### src/rtl/uart_byte_rx_if.sv
// Serial line plus received-byte outputs of uart_byte_rx.
// The master side is the receiver; the slave side drives rx and consumes the pulses.
interface uart_byte_rx_if;
    logic       rx;
    logic       valid;
    logic [7:0] data;
    logic       frame_err;
    logic       busy;

    modport master (
        input  rx,
        output valid,
        output data,
        output frame_err,
        output busy
    );

    modport slave (
        output rx,
        input  valid,
        input  data,
        input  frame_err,
        input  busy
    );
endinterface

### src/rtl/uart_byte_rx.sv
// uart_byte_rx: 8N1 serial byte receiver (8E1 when UART_BYTE_RX_PARITY_EN is defined) with mid-bit sampling.
// Latency: rx fall to valid = 2 + CLKS_PER_BIT/2 + 9*CLKS_PER_BIT + 1 clocks (+CLKS_PER_BIT with parity).
// Backpressure: none; valid and frame_err are one-cycle pulses the consumer always takes.
module uart_byte_rx #(
    parameter int CLK_HZ       = 100_000_000,
    parameter int BAUD         = 115_200,
    parameter int CLKS_PER_BIT = CLK_HZ / BAUD,
    parameter int CNT_W        = $clog2(CLKS_PER_BIT)
) (
    input  logic           clk,
    input  logic           rst_n,
    uart_byte_rx_if.master bus
);

    typedef enum logic [2:0] {
        IDLE,
        START,
        DATA,
`ifdef UART_BYTE_RX_PARITY_EN
        PARITY,
`endif
        STOP,
        BRK
    } state_t;

    localparam logic [CNT_W-1:0] HALF_M1 = CNT_W'(CLKS_PER_BIT / 2 - 1);
    localparam logic [CNT_W-1:0] FULL_M1 = CNT_W'(CLKS_PER_BIT - 1);

    logic             sync1_q, sync1_d;
    logic             rx_s_q, rx_s_d;
    state_t           state_q, state_d;
    logic [CNT_W-1:0] cnt_q, cnt_d;
    logic [2:0]       bit_idx_q, bit_idx_d;
    logic [7:0]       shift_q, shift_d;
    logic             valid_q, valid_d;
    logic [7:0]       data_q, data_d;
    logic             frame_err_q, frame_err_d;
    logic             busy_q, busy_d;
`ifdef UART_BYTE_RX_PARITY_EN
    logic             par_err_q, par_err_d;
`endif

    always_comb begin
        sync1_d     = bus.rx;
        rx_s_d      = sync1_q;
        state_d     = state_q;
        cnt_d       = cnt_q;
        bit_idx_d   = bit_idx_q;
        shift_d     = shift_q;
        valid_d     = 1'b0;
        data_d      = data_q;
        frame_err_d = 1'b0;
`ifdef UART_BYTE_RX_PARITY_EN
        par_err_d   = par_err_q;
`endif
        case (state_q)
            IDLE: begin
                if (!rx_s_q) begin
                    state_d   = START;
                    cnt_d     = '0;
                    bit_idx_d = '0;
                end
            end
            START: begin
                // Start bit must still be low at its midpoint, otherwise it was a glitch.
                if (cnt_q == HALF_M1) begin
                    cnt_d     = '0;
                    bit_idx_d = '0;
                    state_d   = rx_s_q ? IDLE : DATA;
                end else begin
                    cnt_d = cnt_q + CNT_W'(1);
                end
            end
            DATA: begin
                if (cnt_q == FULL_M1) begin
                    shift_d   = {rx_s_q, shift_q[7:1]};
                    cnt_d     = '0;
                    bit_idx_d = bit_idx_q + 3'd1;
                    if (bit_idx_q == 3'd7) begin
`ifdef UART_BYTE_RX_PARITY_EN
                        state_d = PARITY;
`else
                        state_d = STOP;
`endif
                    end
                end else begin
                    cnt_d = cnt_q + CNT_W'(1);
                end
            end
`ifdef UART_BYTE_RX_PARITY_EN
            PARITY: begin
                if (cnt_q == FULL_M1) begin
                    par_err_d = (^shift_q) ^ rx_s_q;
                    cnt_d     = '0;
                    state_d   = STOP;
                end else begin
                    cnt_d = cnt_q + CNT_W'(1);
                end
            end
`endif
            STOP: begin
                // Leaving at mid-stop-bit lets a back-to-back start edge be caught.
                if (cnt_q == FULL_M1) begin
                    cnt_d = '0;
                    if (rx_s_q) begin
                        state_d = IDLE;
`ifdef UART_BYTE_RX_PARITY_EN
                        if (par_err_q) begin
                            frame_err_d = 1'b1;
                        end else begin
                            valid_d = 1'b1;
                            data_d  = shift_q;
                        end
`else
                        valid_d = 1'b1;
                        data_d  = shift_q;
`endif
                    end else begin
                        frame_err_d = 1'b1;
                        state_d     = BRK;
                    end
                end else begin
                    cnt_d = cnt_q + CNT_W'(1);
                end
            end
            BRK: begin
                if (rx_s_q) begin
                    state_d = IDLE;
                end
            end
            default: state_d = IDLE;
        endcase
        busy_d = (state_d != IDLE);
    end

    always_ff @(posedge clk or negedge rst_n) begin
        if (!rst_n) begin
            sync1_q     <= 1'b1;
            rx_s_q      <= 1'b1;
            state_q     <= IDLE;
            cnt_q       <= '0;
            bit_idx_q   <= '0;
            shift_q     <= '0;
            valid_q     <= 1'b0;
            data_q      <= 8'h00;
            frame_err_q <= 1'b0;
            busy_q      <= 1'b0;
`ifdef UART_BYTE_RX_PARITY_EN
            par_err_q   <= 1'b0;
`endif
        end else begin
            sync1_q     <= sync1_d;
            rx_s_q      <= rx_s_d;
            state_q     <= state_d;
            cnt_q       <= cnt_d;
            bit_idx_q   <= bit_idx_d;
            shift_q     <= shift_d;
            valid_q     <= valid_d;
            data_q      <= data_d;
            frame_err_q <= frame_err_d;
            busy_q      <= busy_d;
`ifdef UART_BYTE_RX_PARITY_EN
            par_err_q   <= par_err_d;
`endif
        end
    end

    assign bus.valid     = valid_q;
    assign bus.data      = data_q;
    assign bus.frame_err = frame_err_q;
    assign bus.busy      = busy_q;

endmodule

### src/flat_wrapper.sv
// flat-port wrapper written by rule: the top's interface ports become plain ports
module uart_byte_rx_flat 
#(
    parameter int CLK_HZ       = 100_000_000,
    parameter int BAUD         = 115_200,
    parameter int CLKS_PER_BIT = CLK_HZ / BAUD,
    parameter int CNT_W        = $clog2(CLKS_PER_BIT)
)
  (clk, rst_n, bus_rx, bus_valid, bus_data, bus_frame_err, bus_busy);
  uart_byte_rx_if bus_i ();
  input  logic clk;
  input  logic rst_n;
  input wire logic [$bits(bus_i.rx)-1:0] bus_rx;
  output wire logic [$bits(bus_i.valid)-1:0] bus_valid;
  output wire logic [$bits(bus_i.data)-1:0] bus_data;
  output wire logic [$bits(bus_i.frame_err)-1:0] bus_frame_err;
  output wire logic [$bits(bus_i.busy)-1:0] bus_busy;
  assign bus_i.rx = bus_rx;
  assign bus_valid = bus_i.valid;
  assign bus_data = bus_i.data;
  assign bus_frame_err = bus_i.frame_err;
  assign bus_busy = bus_i.busy;
  uart_byte_rx #(.CLK_HZ(CLK_HZ), .BAUD(BAUD), .CLKS_PER_BIT(CLKS_PER_BIT), .CNT_W(CNT_W)) u_core (.clk(clk), .rst_n(rst_n), .bus(bus_i));
endmodule
### config.mk
export PLATFORM = sky130hd
export DESIGN_NAME = uart_byte_rx_flat
export DESIGN_NICKNAME = d
export VERILOG_FILES = /design/src/rtl/uart_byte_rx_if.sv /design/src/rtl/uart_byte_rx.sv /design/src/flat_wrapper.sv
export SDC_FILE = /design/constraint.sdc
export NUM_CORES = 1
export LEC_CHECK = 0
export ABC_AREA = 0
export ABC_CLOCK_PERIOD_IN_PS = 2300
export BUFFER_PORTS_ARGS = -buffer_cell sky130_fd_sc_hd__buf_2
export CAP_MARGIN = 40
export CORE_UTILIZATION = 40
export CTS_CLUSTER_SIZE = 24
export DETAILED_ROUTE_END_ITERATION = 16
export PLACE_DENSITY = 0.59
export SYNTH_ARGS = -nofsm -noshare
export SYNTH_HDL_FRONTEND = slang
export SYNTH_SLANG_ARGS = --single-unit
### constraint.sdc
create_clock -name clk -period 2.3 [get_ports clk]
set_clock_uncertainty 0.05 [all_clocks]
set_input_delay 0.23 -clock clk [delete_from_list [all_inputs] [get_ports clk]]
set_output_delay 0.23 -clock clk [all_outputs]
set_load 0.01 [all_outputs]
After elaboration in Yosys (flattened, before gate mapping)
Cells that the tools add are included.
W data, S select, Z words.
Word-level totals
  bits of input ports: 3
  word-level logic and storage cells: 54
  output and inout bits: 11
  register bits: 37
Cells by class
  reduce and logical (&&, ||, !) cells: 9
  equal/unequal tests: 10
  multiplexer cells: 23
  $add $sub $neg: 2
Operators by type and width (number)
  $mux W10: 3
  $mux W3: 10
  $pmux W10 S3: 1
  $pmux W3 S5: 1
  $add A10 B1 Y10 const B: 1
  $eq A10 B10 Y1 const B: 1
  $eq A10 B9 Y1 const B: 1
  $pmux W3 S3: 1
  $reduce_bool A3 Y1: 3
  $eq A3 B2 Y1 const B: 2
  $eq A3 B3 Y1 const B: 2
  $mux W1: 6
  $ne A2 B1 Y1 const B: 2
  $reduce_and A2 Y1: 2
  $reduce_and A4 Y1: 1
  $add A3 B1 Y3 const B: 1
  $eq A3 B1 Y1 const B: 1
  $logic_not A3 Y1: 1
  $reduce_and A3 Y1: 1
  $mux W2: 1
  $ne A2 B2 Y1 const B: 1
  $reduce_or A2 Y1: 1

Longest topological paths before layout
  depth in word-level cells: 5
  depth in mapped cells: 7
  mapped depth without buffers: 7

Worst setup path before layout
OpenSTA, ideal clock, no wires.
  kind: register to register
  start point: register u_core.cnt_q[0]
  end point: register u_core.data_q[0] (netlist: u_core.bus.data[0])
  data arrival time: 1735 ps
  clock period less this slack: 1910 ps
  path slack: 390 ps
  path buffers: 0
  cell stages (with the launch flop): 7
  setup time: 125 ps
  required time: 2125 ps
  path through: dfrtp_1 ha_1 nand4bb_1 or4_4 nor2_4 nand2_4 mux2_4
On the way
  cells in the longest elaborated chain, start to end: 2
RTL lines
  start, declared: line uart_byte_rx.sv:32  | logic [CNT_W-1:0] cnt_q, cnt_d;
  start signal, assigned: line uart_byte_rx.sv:155  | cnt_q <= cnt_d;
  $eq A10 B10 Y1: line uart_byte_rx.sv:103  | if (cnt_q == FULL_M1) begin
  $reduce_and A3 Y1 (no line)
  end signal, assigned: line uart_byte_rx.sv:159  | data_q <= data_d;
  end, declared: line uart_byte_rx.sv:36  | logic [7:0] data_q, data_d;
Every way passes these cells.
A chain may end at the register's enable or synchronous reset.

Final worst setup path
  start point: register u_core.cnt_q[0]
  end point: register u_core.data_q[6] (netlist: u_core.bus.data[6])
Same word-level chain as after synthesis.

==> results_dict.tcl <==
set metrics [dict create \
    status "finished with violations" \
    violations "hold timing" \
    rrSetupSlack_ns 0.25 \
    p_int_uw 865.2 \
    p_sw_frac 0.2193 \
    min_period_over_period 0.8901 \
    cts.clk_slew.worst_paths_ns 0.08 \
    synth_warnings 0 \
    grt_remaining_overflow 0 \
    finalSetupViolations 0 \
    netlist_instances 155 \
    place_congestion 0.8399 \
    die_h_um 67.58 \
    synth-seq-cells 37 \
    cts_resized 0 \
    row_count 23 \
    required_ns 2.42 \
    cts_tree "done" \
    worst_slew_pin_slew_ns 0.8089 \
    p_leak_uw 0.001022 \
    cap_violations 0 \
    finalHoldViolCount 35 \
    finalSetupTns_ns 0 \
    layout_min_cycle_time_ns 2.047 \
    yosysSeqAreaShare 0.5396 \
    rsz0062_at_grt "no" \
    pwr-share-clk 0.394 \
    firstDrtPassIters 4 \
    cp-end-kind "flip-flop" \
    pin_count 14 \
    hpwl_mm 2.212 \
    grt_pass1_wl_mm 5.444 \
    vias 1183 \
    async_flop_share 1.000 \
    pwr-share-seq 0.592 \
    vias_per_cell 5.211 \
    slowest_stage "or4_4" \
    regToRegEndpoint "u_core.bus.data[6]" \
    antenna_found_initial 0 \
    insertedDiodeCount 0 \
    start_kind "flip-flop" \
    nets 183 \
    antenna_left 0 \
    coreArea_mm2 0.004058 \
    power_density_mw_per_mm2 568.1 \
    whs_ns -0.02726 \
    timing.critical_path.arrival_ns 2.17 \
    cts_max_level 2 \
    crit_fanout 9 \
    syn_nets 162 \
    r2r_cells 6 \
    initial_core_util 0.4240 \
    clock.fmax_mhz 488.5 \
    cp_cell_sequence "ha_1, nand4bb_1, or4_4, nor2_4, nand2_4, mux2_4" \
    power_uw 1108 \
    ir_drop_uv 273.1 \
    p_comb_frac 0.014 \
    syn_area_mm2 0.001720 \
    drive_gt1_frac 0.2373 \
    grt_max_degree 38 \
    fin_cells 227 \
    die-area_mm2 0.004567 \
    syn_area_per_cell_um2 11.10 \
    crit_type "reg2reg" \
    slew_violations 0 \
    grt_usage 0.1675 \
    crit_path_max_incr_delay_ns 0.48 \
    wl_per_cell_um 13.85 \
    placed_cells 218 \
    numCtsBuffers 5 \
    drt-initial-drc-count 64 \
    insertion_delay_ns 0.29 \
    synth_cell_type_count 40 \
    wl_mm 3.144 \
    grt_pass1_vias 1173 \
    clock-sinks 37 \
    reg2reg_from "u_core.cnt_q[0]" \
    die_w_um 67.58 \
    io_buffers 13 \
    clockRootBuffer "clkbuf_8" \
    hp-class "in2async" \
    max_slew_margin 0.4608 \
    synth-edff-count 0 \
    synthToLayoutAreaGrowth_pct 13.38 \
    ys.flop_type "dfrtp_1" \
    p_switching_uw 243.0 \
    post-route-drc-count 0 \
    clk_path_buf_depth 2 \
]
## power by group through the flow
| stage | registers, uW | logic [uW] | clock network [uW] |
|---|---|---|---|
| after global routing | 657 | 18.5 | 496 |
| after floorplan | 666 | 3.38 | 0 |
| after detailed placement | 669 | 15.3 | 0 |
| final | 656 | 15.4 | 436 |
| after global placement | 669 | 14.5 | 0 |
| after CTS | 656 | 16.7 | 459 |
## what timing repair did
item,in CTS,in global routing
endpoints found under the hold margin,1,0
setup buffers,0,0
hold buffers,1,0
## metal layers
layer | GRT usage | vias up | part of all wire | routed length (um)
met5 | 0 | - | 0 | 0
met4 | 0.08777 | 0 | 0.021 | 66
met3 | 0.05574 | 7 | 0.038 | 119
met2 | 0.2661 | 27 | 0.48 | 1509
met1 | 0.1992 | 573 | 0.46 | 1449
li1 | - | 576 | - | -
## critical path: cells and delay by family (launching register included)
family	cells	cell delay, ns
fa+ha+maj	1	0.23
simple gates	4	0.91
flops	1	0.41
mux	1	0.32
## worst max-delay path by stage
stage	end	from	cells after the start	slack, ns
after floorplan	u_core.bus.data[0]	u_core.cnt_q[0]	6	0.39
after global placement	u_core.bus.data[5]	u_core.cnt_q[0]	6	0.30
after detailed placement	u_core.cnt_q[2]	u_core.cnt_q[0]	6	0.25
after CTS	u_core.cnt_q[2]	u_core.cnt_q[0]	6	0.24
after global routing	u_core.bus.busy	u_core.cnt_q[3]	5	0.13
final	u_core.bus.data[6]	u_core.cnt_q[0]	6	0.25
## per-stage QoR
step / utilization / instance area (um2) / worst slack (ns)
5_1_grt: 0.4807 / 1951 / 0.1319
3_5_place_dp: 0.4570 / 1854 / 0.2504
3_3_place_gp: 0.4570 / 1854 / 0.2988
6_report: 0.4807 / 1951 / 0.2527
2_1_floorplan: - / 1720 / 0.3901
4_1_cts: 0.4807 / 1951 / 0.2404
## Yosys cell counts (2+ instances only)
| library cell | number | area, um2 |
|---|---|---|
| xor2_1 | 5 | 43.79 |
| o22ai_1 | 2 | 12.51 |
| inv_1 | 5 | 18.77 |
| o21ai_1 | 2 | 10.01 |
| dfstp_2 | 2 | 52.55 |
| nor3b_1 | 2 | 15.01 |
| nand3_1 | 3 | 15.01 |
| nand2_1 | 29 | 108.9 |
| mux2_4 | 8 | 120.1 |
| mux2i_1 | 4 | 40.04 |
| ha_1 | 4 | 50.05 |
| dfrtp_1 | 35 | 875.8 |
| nand4_1 | 3 | 18.77 |
| nor3_1 | 4 | 20.02 |
| a21oi_1 | 4 | 20.02 |
| nor2_1 | 12 | 45.04 |
| nand2b_1 | 3 | 18.77 |
| a21o_1 | 2 | 15.01 |
| and3_1 | 4 | 25.02 |
| and2_1 | 2 | 12.51 |
## cells in the final DEF, fill, tap and decap left out, types with 2 or more instances in the layout
cell      netlist  routed
a21o_1          2       2
a21oi_1         4       4
and2_1          2       2
and3_1          4       4
buf_2           1      13
buf_4           1       3
clkbuf_8        0       5
clkinv_2        0       2
dfrtp_1        35      35
dfstp_2         2       2
ha_1            4       4
inv_1           5       5
mux2_4          8       8
mux2i_1         4       4
nand2_1        29      29
nand2b_1        3       3
nand3_1         3       3
nand4_1         3       3
nor2_1         12      12
nor3_1          4       4
nor3b_1         2       2
o21ai_1         2       2
o22ai_1         2       2
xor2_1          5       5
## logic make-up after synthesis
logic type      share of synthesized area
buf+inv                           0.02036
simple gates                       0.2014
fa+ha+maj                         0.02909
flops                              0.5396
mux                                0.1062
compound gates                    0.07272
xor+xnor                          0.03055
## sequential cells by signal (all words and copies together) (netlist names)
name,cells
u_core.rx_s_q,1
u_core.bus.valid,1
u_core.bus.busy,1
u_core.state_q,3
u_core.rx_s_d,1
u_core.shift_q,8
u_core.bit_idx_q,3
u_core.bus.data,8
u_core.cnt_q,10
u_core.bus.frame_err,1
## final cells by class
cell class,count,area (um2)
Fill cell,369,2107
Sequential cell,37,928.4
Multi-Input combinational cell,110,757.0
Timing Repair Buffer,17,97.59
Clock buffer,5,68.82
Tap cell,50,62.56
Inverter,5,18.77
Clock inverter,3,17.52
No activity file was read; power rests on OpenSTA's default activity.
